==> src/rtl/fd_issue_ctrl.sv <==
// Front-end issue/stall controller for the 2-wide pipeline: FD/PC write enables, DX bubbles.
// Optional stall-cycle counter enabled with `define FD_STALL_CNT_EN.
module fd_issue_ctrl #(
  parameter int MD_CYCLES = 32,
  parameter int CNT_W     = 6
) (
  input  logic        clock,
  input  logic        ctrl_reset,
  input  logic        flush,
  input  logic        md_start,
  input  logic        load_use,
  input  logic        pair_dep,
  input  logic        fetch_slot1_valid,
  output logic        fd_we,
  output logic        fd_we2,
  output logic        pc_we,
  output logic        fd_flush,
  output logic        dx_slot0_nop,
  output logic        dx_slot1_nop,
  output logic [1:0]  state_out,
  output logic [15:0] stall_count
);

  typedef enum logic [1:0] {
    RUN     = 2'd0,
    SPLIT   = 2'd1,
    MD_WAIT = 2'd2
  } state_e;

  localparam bit MD_MULTI = (MD_CYCLES > 1);
  // The md_start cycle is the first frozen cycle, so MD_WAIT lasts MD_CYCLES-1 cycles.
  localparam logic [CNT_W-1:0] MD_RELOAD = MD_MULTI ? CNT_W'(MD_CYCLES - 2) : '0;

  state_e           state_q, state_d;
  logic             ret_split_q, ret_split_d;
  logic [CNT_W-1:0] md_cnt_q, md_cnt_d;

  logic fd_we_c, pc_we_c, fd_flush_c, nop0_c, nop1_c;

  always_comb begin
    state_d     = state_q;
    ret_split_d = ret_split_q;
    md_cnt_d    = md_cnt_q;
    fd_we_c     = 1'b0;
    pc_we_c     = 1'b0;
    fd_flush_c  = 1'b0;
    nop0_c      = 1'b1;
    nop1_c      = 1'b1;
    case (state_q)
      RUN, SPLIT: begin
        if (flush) begin
          fd_flush_c = 1'b1;
          pc_we_c    = 1'b1;
          state_d    = RUN;
          if (md_start && MD_MULTI) begin
            state_d     = MD_WAIT;
            ret_split_d = 1'b0;
            md_cnt_d    = MD_RELOAD;
          end
        end else if (md_start) begin
          if (MD_MULTI) begin
            state_d     = MD_WAIT;
            ret_split_d = (state_q == SPLIT);
            md_cnt_d    = MD_RELOAD;
          end
        end else if (load_use) begin
          state_d = state_q;
        end else if (state_q == RUN && pair_dep) begin
          nop0_c  = 1'b0;
          state_d = SPLIT;
        end else begin
          // In SPLIT slot0 already went down the pipe; only slot1 issues now.
          fd_we_c = 1'b1;
          pc_we_c = 1'b1;
          nop0_c  = (state_q == SPLIT);
          nop1_c  = 1'b0;
          state_d = RUN;
        end
      end
      MD_WAIT: begin
        if (flush) begin
          fd_flush_c  = 1'b1;
          pc_we_c     = 1'b1;
          ret_split_d = 1'b0;
        end
        if (md_cnt_q == '0) begin
          state_d = (ret_split_q && !flush) ? SPLIT : RUN;
        end else begin
          md_cnt_d = md_cnt_q - 1'b1;
        end
      end
      default: state_d = RUN;
    endcase
  end

  always_ff @(posedge clock or posedge ctrl_reset) begin
    if (ctrl_reset) begin
      state_q     <= RUN;
      ret_split_q <= 1'b0;
      md_cnt_q    <= '0;
    end else begin
      state_q     <= state_d;
      ret_split_q <= ret_split_d;
      md_cnt_q    <= md_cnt_d;
    end
  end

  assign fd_we        = fd_we_c & ~ctrl_reset;
  assign fd_we2       = fd_we & fetch_slot1_valid;
  assign pc_we        = pc_we_c & ~ctrl_reset;
  assign fd_flush     = fd_flush_c | ctrl_reset;
  assign dx_slot0_nop = nop0_c | ctrl_reset;
  assign dx_slot1_nop = nop1_c | ctrl_reset;
  assign state_out    = state_q;

`ifdef FD_STALL_CNT_EN
  logic [15:0] stall_cnt_q;

  always_ff @(posedge clock or posedge ctrl_reset) begin
    if (ctrl_reset) begin
      stall_cnt_q <= '0;
    end else if (!pc_we && stall_cnt_q != 16'hFFFF) begin
      stall_cnt_q <= stall_cnt_q + 16'd1;
    end
  end

  assign stall_count = stall_cnt_q;
`else
  assign stall_count = 16'h0000;
`endif

`ifndef SYNTHESIS
  // A second mult/div cannot enter execute while the front end is frozen for one.
  md_start_in_wait_a: assert property (@(posedge clock) disable iff (ctrl_reset)
    !(state_q == MD_WAIT && md_start));
`endif

endmodule

==> config.mk <==
export PLATFORM = sky130hd
export DESIGN_NAME = fd_issue_ctrl
export DESIGN_NICKNAME = d
export VERILOG_FILES = /design/src/rtl/fd_issue_ctrl.sv
export SDC_FILE = /design/constraint.sdc
export NUM_CORES = 1
export LEC_CHECK = 0
export BUFFER_PORTS_ARGS = -buffer_cell sky130_fd_sc_hd__buf_2
export CAP_MARGIN = 20
export CORE_MARGIN = 8
export CORE_UTILIZATION = 50
export DETAILED_ROUTE_END_ITERATION = 12
export PLACE_DENSITY_LB_ADDON = 0.25
export SLEW_MARGIN = 10
export SYNTH_ARGS = -nofsm -noshare
export SYNTH_HDL_FRONTEND = slang
export SYNTH_SLANG_ARGS = --single-unit
==> constraint.sdc <==
create_clock -name clock -period 3.15 [get_ports clock]
set_input_delay 0.63 -clock clock [delete_from_list [all_inputs] [get_ports clock]]
set_output_delay 0.63 -clock clock [all_outputs]
set_load 0.01 [all_outputs]
# --- Word-level counts from Yosys, hierarchy flattened ---
# Cells that the tools add are included.
classes:
  reduce_logical: 11
  n_bitwise: 7
  muxes: 35
  eq_ne: 7
  n_addsub: 1
op_table:
  columns: ["op", "n"]
  rows:
  - ["$mux 1", 24]
  - ["$mux 6", 2]
  - ["$pmux 6 s2", 1]
  - ["$mux 2", 5]
  - ["$ne 2x2->1 const B", 4]
  - ["$logic_not 6->1", 1]
  - ["$reduce_and 3->1", 2]
  - ["$sub 6x1->6 const B", 1]
  - ["$ne 4x4->1 const B", 1]
  - ["$pmux 1 s2", 2]
  - ["$pmux 2 s2", 1]
  - ["$and 1x1->1", 3]
  - ["$or 1x1->1", 3]
  - ["$reduce_or 3->1", 1]
  - ["$eq 2x1->1 const B", 1]
  - ["$eq 2x2->1 const B", 1]
  - ["$logic_and 1x1->1", 2]
  - ["$logic_not 2->1", 1]
  - ["$reduce_and 2->1", 1]
  - ["$reduce_bool 2->1", 1]
  - ["$reduce_or 2->1", 1]
  - ["$logic_not 1->1", 1]
  - ["$not 1->1", 1]
totals:
  in_bits: 7
  reg_bits: 9
  elab_cells: 64

# --- Logic depth before layout (Yosys ltp) ---
logic_depth:
  word_depth: 9
  ltp_mapped: 5

# --- Worst setup path after synthesis ---
# No wires, ideal clock.
synth_path:
  kind: "input-to-output"
  start: "in md_start"
  end: "out fd_we2"
  path_slack_ns: 0.824
  arrival_ns: 1.696
  n_path_buf: 1
  path_stages: 4
  t_required_ns: 2.520
  path_cell_list: "clkbuf_1 or3_1 nor4_2 and2_1"
synth_between:
  elab_chain_len: 5
synth_lines:
  columns: ["item", "line_no", "rtl"]
  rows:
  - ["start, declared", "10", "input logic md_start,"]
  - ["$mux 1", "60", "end else if (md_start) begin"]
  - ["$mux 1", "51", "if (flush) begin"]
  - ["$mux 1", "49", "case (state_q)"]
  - ["$and 1x1->1", "108", "assign fd_we = fd_we_c & ~ctrl_reset;"]
  - ["net fd_we", "14", "output logic fd_we,"]
  - ["$and 1x1->1", "109", "assign fd_we2 = fd_we & fetch_slot1_valid;"]
  - ["end, declared", "15", "output logic fd_we2,"]
# The timed path passes the listed nets, and every way through them passes these cells.

# --- Worst setup path in the final report ---
layout_path:
  start: "reg state_q[1] (netlist: state_out[1])"
  end: "out dx_slot0_nop"
layout_between:
  elab_chain_len: 8
  elab_cells_between_ends: 10
  classes_between: "1 x eq/ne; 5 x mux; 1 x bitwise; 3 x reduce/logical"
layout_lines:
  columns: ["item", "line_no", "rtl"]
  rows:
  - ["start, declared", "34", "state_e state_q, state_d;"]
  - ["start signal, assigned", "102", "state_q <= state_d;"]
  - ["$logic_not 2->1", "49, 68", null]
  - ["$logic_and 1x1->1", "68", "end else if (state_q == RUN && pair_dep) begin"]
  - ["$mux 1", "68", null]
  - ["$mux 1", "66", "end else if (load_use) begin"]
  - ["$mux 1", "60", null]
  - ["$mux 1", "51", null]
  - ["$mux 1 *", "49", null]
  - ["$or 1x1->1 *", "112", "assign dx_slot0_nop = nop0_c | ctrl_reset;"]
  - ["end, declared", "18", "output logic dx_slot0_nop,"]
# Mark *: on every way between the ends. The rest lies on a longest branch, timed or not.

==> impl_metrics.env <==
export IMPL_drtAntennaViolNets=0
export IMPL_antenna_found_initial=0
export IMPL_max_freq_mhz=413.2
export IMPL_synth_area_top_cells="dfrtp_1 28%, buf_4 15%, inv_1 4.7%, ha_1 3.2%, nand2b_1 3.2%"
export IMPL_finalSetupTns_ns=0
export IMPL_cp_max_fo=19
export IMPL_cts_tree="done"
export IMPL_ctsLongestPathBuffers=2
export IMPL_gr_total_overflow=0
export IMPL_path_cells="buf_4 -> or3_1 -> or4_1 -> buf_2"
export IMPL_fp_dieW_um=55.83
export IMPL_r2r_cells=3
export IMPL_hpwl_um=1327
export IMPL_grt_max_degree=20
export IMPL_crit_start="state_out[1]"
export IMPL_synth_edff_count=0
export IMPL_drc_errors=0
export IMPL_skew_ns=0.003686
export IMPL_final_util_pct=55.97
export IMPL_syn_inst=95
export IMPL_setup_viol=0
export IMPL_critPathKind="register to primary output"
export IMPL_start_kind="register"
export IMPL_p_int_uw=335.4
export IMPL_nets=118
export IMPL_start_util_pct=53.28
export IMPL_cp_slowest_cell="or3_1"
export IMPL_fillers=139
export IMPL_critPathArrivalTime_ns=1.79
export IMPL_synth_warnings=0
export IMPL_wl_per_cell_um=14.69
export IMPL_endpoint_kind="primary output"
export IMPL_insertion_delay_ns=0.28
export IMPL_hold_path_class="input pin to asynchronous set/reset pin"
export IMPL_cp_required_ns=2.52
export IMPL_final_common_cell="conb_1"
export IMPL_combPwrFrac_pct=48.6
export IMPL_register_area_um2=225.2
export IMPL_post_cts_buffers=0
export IMPL_clk_pin_slew_ns=0.07
export IMPL_vias=692
export IMPL_numPortBuffers=14
export IMPL_r2r_end="md_cnt_q[4]"
export IMPL_areaGrowthSynthToFinish_pct=5.047
export IMPL_final_cell_mix="16 x conb_1, 14 x buf_2, 10 x inv_1, 9 x dfrtp_1"
export IMPL_hold_buffers=0
export IMPL_multi_input_area_um2=446.7
export IMPL_slew_viol_final=0
export IMPL_crit_path_max_incr_delay_ns=0.40
export IMPL_synthFlopType="dfrtp_1"
export IMPL_p_switching_uw=271.6
export IMPL_clockRootBuffer="clkbuf_4"
export IMPL_seqPwrFrac_pct=35.2
export IMPL_timing_final_crit_share_pct=76.83
export IMPL_reg2reg_from="md_cnt_q[2]"
export IMPL_grt_pass1_vias=637
export IMPL_first_pass_iters=4
export IMPL_core_um2=1489
export IMPL_critPathBufInv=2
export IMPL_grt_usage_pct=11.64
export IMPL_floorplan_rows=14
export IMPL_cts_max_level=1
export IMPL_synth_top_area_share_pct=28.39
export IMPL_reg2reg_slack_ns=1.48
export IMPL_syn_area_um2=793.3
export IMPL_n_antenna_cell=0
export IMPL_cts_num_sinks=9
export IMPL_synth_avg_cell_area_um2=8.350
export IMPL_chipHeight_um=55.83
export IMPL_hold_viol=0
export IMPL_numCtsBuffers=3
export IMPL_total_power_uw=607.0
export IMPL_post_place_ws_ns=0.8136
export IMPL_hold_ws_ns=0.3726
export IMPL_yosysTopAreaCell="dfrtp_1"
export IMPL_clkPwrFrac_pct=16.2
export IMPL_p_per_area_nw_per_um2=728.5
export IMPL_drive_gt1_share_pct=21.30
export IMPL_dieArea_um2=3117
export IMPL_cellLeakagePower_uw=0.0003966
export IMPL_synth_cell_types=38
export IMPL_setup_ws_ns=0.7299
export IMPL_ctsResizeCount=0
export IMPL_netSwitchingFraction_pct=44.74
export IMPL_vias_per_cell=5.581
export IMPL_grt_first_pass_wirelength_um=3015
export IMPL_num_io_pins=31
export IMPL_ys_async_sr_fraction_pct=100.0
export IMPL_crit_cells=4
export IMPL_peakVddDrop_uv=396.5
export IMPL_rsz0062_at_grt="false"
export IMPL_globalplace_congestion=0.8937
export IMPL_status="finished, final reports clean"
export IMPL_maxCapViolCount=0
export IMPL_synth_seq_area_share_pct=28.39
export IMPL_period_minus_slack_ns=2.420
export IMPL_critPathCapture="dx_slot0_nop"
export IMPL_crit_family="simple AND/OR/NAND/NOR gates"
export IMPL_routed_wl_um=1822
export IMPL_synth_seq_cells=9
export IMPL_drt_iter0_markers=14
==> state kept, by name, indices dropped and copies added, names as in the netlist <==
name	flops
md_cnt_q	6
ret_split_q	1
state_out	2
==> metrics by stage <==
stage / instance area [um2] / std cells
floorplan: 849.6 / 110
global placement: 807.0 / 120
detailed placement: 807.0 / 120
CTS: 833.3 / 124
global route: 833.3 / 124
finish: 833.3 / 124
==> layer usage <==
metal  vias to the layer above  part of all wire, %  global-route usage (%)
met5                         -                    0                       0
met4                         0                  2.5                   8.247
met3                         5                  6.8                   3.653
met2                        27                   44                   15.87
met1                       324                   47                   14.92
li1                        336                    -                       -
==> worst min path at each step <==
stage,end,cells past startpoint
after floorplan,md_cnt_q[0],1
after global placement,ret_split_q,2
after detailed placement,ret_split_q,2
after CTS,state_out[1],2
after global routing,md_cnt_q[2],2
final,state_out[1],2
==> layout make-up <==
type | count | share of cell area, %
multi-input combinational | 70 | 53.60
sequential | 9 | 27.03
timing repair buffer | 15 | 9.309
inverter | 10 | 4.505
clock buffer | 4 | 3.153
tap | 16 | 2.402
==> kinds of logic after synthesis <==
family                   share of synthesized area [%]
flip-flops                                       28.39
AO/OA/AOI/OAI                                    22.24
buffers and inverters                            22.40
AND/OR/NAND/NOR                                  21.92
other                                           0.4727
adder cells (fa/ha/maj)                          3.154
multiplexers                                     1.419
==> synth_stat cells, types with 2 or more instances <==
| cell type | number |
|---|---|
| buf_4 | 16 |
| inv_1 | 10 |
| dfrtp_1 | 9 |
| clkbuf_1 | 4 |
| nand2b_1 | 4 |
| or3_1 | 4 |
| nand2_1 | 3 |
| nor2_1 | 3 |
| o21ai_0 | 3 |
| a211oi_1 | 2 |
| a21oi_1 | 2 |
| a32o_1 | 2 |
| and2_1 | 2 |
| ha_1 | 2 |
| nor2b_1 | 2 |
| nor3_1 | 2 |
| o2111ai_1 | 2 |
| o211ai_1 | 2 |
| o31ai_1 | 2 |
==> power by group through the flow <==
stage	registers (uW)	logic, uW	clock network (uW)
2_1_floorplan	203	252	0
6_report	214	295	98.4
3_5_place_dp	213	291	0
4_1_cts	212	294	99.5
5_1_grt	220	335	103
3_3_place_gp	214	292	0
Power figures use the tool's default switching activity.
